--- config.mk ---
export PLATFORM = sky130hd
export DESIGN_NAME = alu_op_issue
export DESIGN_NICKNAME = d
export VERILOG_FILES = /design/src/rtl/alu_op_pkg.sv /design/src/rtl/alu_op_decode.sv /design/src/rtl/alu_op_issue.sv
export SDC_FILE = /design/constraint.sdc
export NUM_CORES = 1
export LEC_CHECK = 0
export BUFFER_PORTS_ARGS = -buffer_cell sky130_fd_sc_hd__buf_2
export CAP_MARGIN = 20
export CORE_MARGIN = 2
export CORE_UTILIZATION = 49
export DETAILED_ROUTE_END_ITERATION = 8
export GPL_ROUTABILITY_DRIVEN = 1
export PLACE_DENSITY = 0.86
export SLEW_MARGIN = 5
export SYNTH_ARGS = -nofsm -noshare
export SYNTH_HDL_FRONTEND = slang
export SYNTH_SLANG_ARGS = --single-unit
--- constraint.sdc ---
create_clock -name clk -period 2.5 [get_ports clk]
set_input_delay 0.125 -clock clk [delete_from_list [all_inputs] [get_ports clk]]
set_output_delay 0.125 -clock clk [all_outputs]
set_load 0.01 [all_outputs]
--- src/rtl/alu_op_pkg.sv ---
// Shared ALU operation codes, RV32I opcode constants and the issued-entry type
// used by the ALU op decoder and the issue stage.
package alu_op_pkg;

    typedef enum logic [3:0] {
        OP_AND = 4'b0000,
        OP_OR  = 4'b0001,
        OP_ADD = 4'b0010,
        OP_SUB = 4'b0011,
        OP_NE  = 4'b0100,
        OP_SLT = 4'b0101,
        OP_LUI = 4'b0110,
        OP_SRL = 4'b0111,
        OP_BEQ = 4'b1000,
        OP_SLL = 4'b1001,
        OP_SRA = 4'b1010,
        OP_BLT = 4'b1100,
        OP_XOR = 4'b1110,
        OP_BGE = 4'b1111
    } alu_op_e;

    localparam logic [6:0] OPC_OP     = 7'b0110011;
    localparam logic [6:0] OPC_OPIMM  = 7'b0010011;
    localparam logic [6:0] OPC_LOAD   = 7'b0000011;
    localparam logic [6:0] OPC_STORE  = 7'b0100011;
    localparam logic [6:0] OPC_LUI    = 7'b0110111;
    localparam logic [6:0] OPC_JAL    = 7'b1101111;
    localparam logic [6:0] OPC_JALR   = 7'b1100111;
    localparam logic [6:0] OPC_BRANCH = 7'b1100011;

    localparam logic [6:0] F7_BASE = 7'b0000000;
    localparam logic [6:0] F7_ALT  = 7'b0100000;

    typedef struct packed {
        alu_op_e op;
        logic    jalr;
        logic    illegal;
    } alu_entry_t;

endpackage

--- src/rtl/alu_op_decode.sv ---
// Combinational RV32I opcode/funct3/funct7 to ALU operation table.
// Anything that does not decode yields AND with the illegal flag set.
module alu_op_decode
    import alu_op_pkg::*;
#(
    parameter int OPFIELD_WIDTH = 7
) (
    input  logic [OPFIELD_WIDTH-1:0] opcode,
    input  logic [2:0]               funct3,
    input  logic [OPFIELD_WIDTH-1:0] funct7,
    output alu_entry_t               entry
);

    logic [6:0] opc;
    logic [6:0] f7;
    logic       legal;
    logic       jalr;
    alu_op_e    op;

    assign opc = 7'(opcode);
    assign f7  = 7'(funct7);

    always_comb begin
        legal = 1'b1;
        jalr  = 1'b0;
        op    = OP_ADD;
        case (opc)
            OPC_OP, OPC_OPIMM: begin
                // funct7 only selects between variants for 000 (register form) and 101
                case (funct3)
                    3'b000: begin
                        if (opc == OPC_OPIMM || f7 == F7_BASE) op = OP_ADD;
                        else if (f7 == F7_ALT)                  op = OP_SUB;
                        else                                    legal = 1'b0;
                    end
                    3'b111: op = OP_AND;
                    3'b110: op = OP_OR;
                    3'b100: op = OP_XOR;
                    3'b010: op = OP_SLT;
                    3'b001: op = OP_SLL;
                    3'b101: begin
                        if (f7 == F7_BASE)     op = OP_SRL;
                        else if (f7 == F7_ALT) op = OP_SRA;
                        else                   legal = 1'b0;
                    end
                    default: legal = 1'b0;
                endcase
            end
            OPC_LOAD, OPC_STORE, OPC_JAL: op = OP_ADD;
            OPC_LUI: op = OP_LUI;
            OPC_JALR: begin
                if (funct3 == 3'b000) jalr  = 1'b1;
                else                  legal = 1'b0;
            end
            OPC_BRANCH: begin
                case (funct3)
                    3'b000:  op = OP_BEQ;
                    3'b001:  op = OP_NE;
                    3'b100:  op = OP_BLT;
                    3'b101:  op = OP_BGE;
                    default: legal = 1'b0;
                endcase
            end
            default: legal = 1'b0;
        endcase
    end

    always_comb begin
        entry.op      = OP_AND;
        entry.jalr    = 1'b0;
        entry.illegal = 1'b1;
        if (legal) begin
            entry.op      = op;
            entry.jalr    = jalr;
            entry.illegal = 1'b0;
        end
    end

endmodule

--- src/rtl/alu_op_issue.sv ---
// ALU op issue stage: decodes an offered instruction and holds it behind a
// valid/ready handshake. Define ALU_OP_ISSUE_SKID_EN for a registered-ready skid buffer.
module alu_op_issue
    import alu_op_pkg::*;
#(
    parameter int OPCODE_LENGTH = 4,
    parameter int OPFIELD_WIDTH = 7
) (
    input  logic                     clk,
    input  logic                     reset,
    input  logic                     in_valid,
    output logic                     in_ready,
    input  logic [OPFIELD_WIDTH-1:0] Opcode,
    input  logic [2:0]               Funct3,
    input  logic [OPFIELD_WIDTH-1:0] Funct7,
    input  logic                     flush,
    output logic                     out_valid,
    input  logic                     out_ready,
    output logic [OPCODE_LENGTH-1:0] Operation,
    output logic                     Jalr,
    output logic                     Illegal
);

    alu_entry_t dec_entry;
    alu_entry_t out_q, out_d;
    logic       out_valid_q, out_valid_d;

    alu_op_decode #(
        .OPFIELD_WIDTH(OPFIELD_WIDTH)
    ) u_decode (
        .opcode(Opcode),
        .funct3(Funct3),
        .funct7(Funct7),
        .entry (dec_entry)
    );

`ifdef ALU_OP_ISSUE_SKID_EN
    alu_entry_t skid_q, skid_d;
    logic       skid_valid_q, skid_valid_d;

    assign in_ready = !skid_valid_q;

    // The skid entry only fills when the output register is stalled, so it
    // always drains into the output register before new input is taken.
    always_comb begin
        out_d        = out_q;
        out_valid_d  = out_valid_q;
        skid_d       = skid_q;
        skid_valid_d = skid_valid_q;
        if (flush) begin
            out_valid_d  = 1'b0;
            skid_valid_d = 1'b0;
        end else if (!out_valid_q || out_ready) begin
            if (skid_valid_q) begin
                out_d        = skid_q;
                out_valid_d  = 1'b1;
                skid_valid_d = 1'b0;
            end else begin
                out_valid_d = in_valid;
                if (in_valid) out_d = dec_entry;
            end
        end else if (in_valid && !skid_valid_q) begin
            skid_d       = dec_entry;
            skid_valid_d = 1'b1;
        end
    end

    always_ff @(posedge clk) begin
        if (reset) begin
            out_q        <= '0;
            out_valid_q  <= 1'b0;
            skid_q       <= '0;
            skid_valid_q <= 1'b0;
        end else begin
            out_q        <= out_d;
            out_valid_q  <= out_valid_d;
            skid_q       <= skid_d;
            skid_valid_q <= skid_valid_d;
        end
    end
`else
    assign in_ready = !out_valid_q || out_ready;

    always_comb begin
        out_d       = out_q;
        out_valid_d = out_valid_q;
        if (flush) begin
            out_valid_d = 1'b0;
        end else if (in_ready) begin
            out_valid_d = in_valid;
            if (in_valid) out_d = dec_entry;
        end
    end

    always_ff @(posedge clk) begin
        if (reset) begin
            out_q       <= '0;
            out_valid_q <= 1'b0;
        end else begin
            out_q       <= out_d;
            out_valid_q <= out_valid_d;
        end
    end
`endif

    assign out_valid = out_valid_q;
    assign Operation = OPCODE_LENGTH'(out_q.op);
    assign Jalr      = out_q.jalr;
    assign Illegal   = out_q.illegal;

endmodule

==> results.ini <==
[global_route]
overflow=0
grt_max_degree=13
grt_pass1_vias=652
grtUsageTotal=0.248
antenna_found_initial=0
grt_pass1_wl_um=2750

[routing]
first_pass_iters=5
post-route-drc-count=0
drt_wl_total_um=1750
via_count=783
wire_per_inst_um=13.8
drtIter0Drc=60
routed_via_density=6.17
ant_nets=0

[setup_path]
cp_max_fo=7
crit_type=reg -> reg
worst_ep_required_time_ns=2.70
cp_data_arrival_time_ns=1.80
cp-end-kind=flip-flop
cp-start-kind=flip-flop

[logic_synthesis]
ys_seq_area_frac=0.205
synth.distinct_cells=40
yosys_register_bits=7
yosysWarnings=0
synth-async-reset-ratio=0
synth_top_area_frac=0.205
synth.avg_cell_area_um2=8.05
synth_edf_count=0
synth_top_area_cell=dfxtp_1
netlist_instances=85
synth.area.top_cells=dfxtp_1, nand3b_4, nand2_1, nand4_1, nor2_1
synth_top_flop_cell=dfxtp_1
syn_area_um2=684
synth.net_count=107

[clocking]
htreeDepth=1
clk-insertion-delay-late_ns=0.25
clkSinkCount=7
ctsHoldBuffers=0
cts-root-buf=clkbuf_4
clockBufferDepth=2
path_clk_slew_ns=0.05
cts_resized=0
cts_tree=built
cts_buffers=3
cts_setup_buffers=0

[place]
io_buffer_count=29
post-dp-hpwl_um=1360
globalplace.congestion=0.968

[timing]
fin_tns_setup_ns=0
finalSetupViolations=0
fmax_mhz=625
hold_viol_final=0
final_max_slew_viol_count=0
rsz0062_at_grt=no
finalCritPeriodShare=0.640
worstMarginPinSlew_ns=0.421
fin_skew_ns=0.00232
holdWs_ns=0.0639
slew_headroom=0.719
period_minus_slack_ns=1.60

[cells_and_area]
drive_gt1_frac=0.375
final_common_cell=buf_2
nets=135
fillers=135
mostFrequentLayoutCells=buf_2, nand2_1, nor2_1
diodes=0
area_delta_synth_final_pct=18.8

[die]
start_util=0.526
die_y_um=41.4
die_w_um=41.4
design.die.area_um2=1710
num_io_pins=30
core-area_um2=1300
fp-row-count=13

[pwr]
total_power_uw=299
leakagePower_uw=0.000357
power_density_nw_per_um2=368
irDropWorstVdd_v=0.000271

[outcome]
status=complete, no violations

[job]
max-cap-violations=0

[worst_hold_path]
hold_path_class=in -> reg

==> state kept, by name, summed over array words and instances (netlist names) <==
register	flops
out_valid	1
Operation	4
Illegal	1
Jalr	1
==> final timing paths <==
path	startpoint	to	slack [ns]	cells past startpoint
hold reg to reg	Jalr	Jalr	0.46	2
setup / recovery	out_valid	Operation[3]	0.90	6
hold / removal	flush	out_valid	0.06	2
setup reg to reg	out_valid	Operation[3]	0.90	6
==> final cells by class <==
type,instances,area (um2),area share
multi-input cells,70,475,0.585
flip-flops and latches,7,140,0.172
clock buffers,4,26.3,0.0323
inverters,2,7.51,0.00923
well taps,15,18.8,0.0231
repair buffers,29,145,0.178
==> cell usage after synthesis, types with 2 or more instances <==
cell type / number
nor3_1: 4
nor2_1: 8
nand2_1: 10
o21ai_0: 4
a21o_1: 2
a2111o_1: 2
buf_6: 2
nand3_1: 2
nand4_1: 5
a32oi_1: 2
o22ai_1: 2
buf_4: 2
nor4_1: 2
dfxtp_1: 7
a21oi_1: 5
nand3b_4: 2
==> cell families after synthesis <==
| family | synth area share |
|---|---|
| AND/OR/NAND/NOR | 0.439 |
| multiplexers | 0.0146 |
| XOR/XNOR | 0.0128 |
| buffers and inverters | 0.101 |
| flip-flops | 0.205 |
| AO/OA/AOI/OAI | 0.229 |
==> stage by stage <==
stage / cells / setup slack, ns / cell area [um2] / util
2_1_floorplan: 85 / 0.994 / 684 / -
3_3_place_gp: 123 / 0.923 / 787 / 0.605
3_5_place_dp: 123 / 0.889 / 787 / 0.605
4_1_cts: 127 / 0.924 / 813 / 0.625
5_1_grt: 127 / 0.807 / 813 / 0.625
6_report: 127 / 0.900 / 813 / 0.625
==> critical path, cell delays in order, from the launching register on <==
cell and delay, ns:
dfxtp_1 0.31, nor2b_1 0.15, inv_2 0.08, nand3b_4 0.12
a2111o_1 0.42, nor4_1 0.25, a32o_2 0.20
==> report_power, final <==
group / total (uW) / internal, uW / switching, uW / leakage (uW)
clock: 104 / 61.0 / 43.4 / 0.0000150
sequential: 116 / 114 / 1.33 / 0.0000569
combinational: 79.0 / 33.9 / 45.1 / 0.000285
total: 299 / 209 / 89.9 / 0.000357
==> per-layer routing <==
layer,vias to the layer above,share of wire,global-route usage
li1,382,-,-
met1,344,0.41,0.290
met3,4,0.097,0.0691
met2,53,0.49,0.434
met5,-,0,0
met4,0,0.0069,0.0806
No activity file was read; power rests on OpenSTA's default activity.
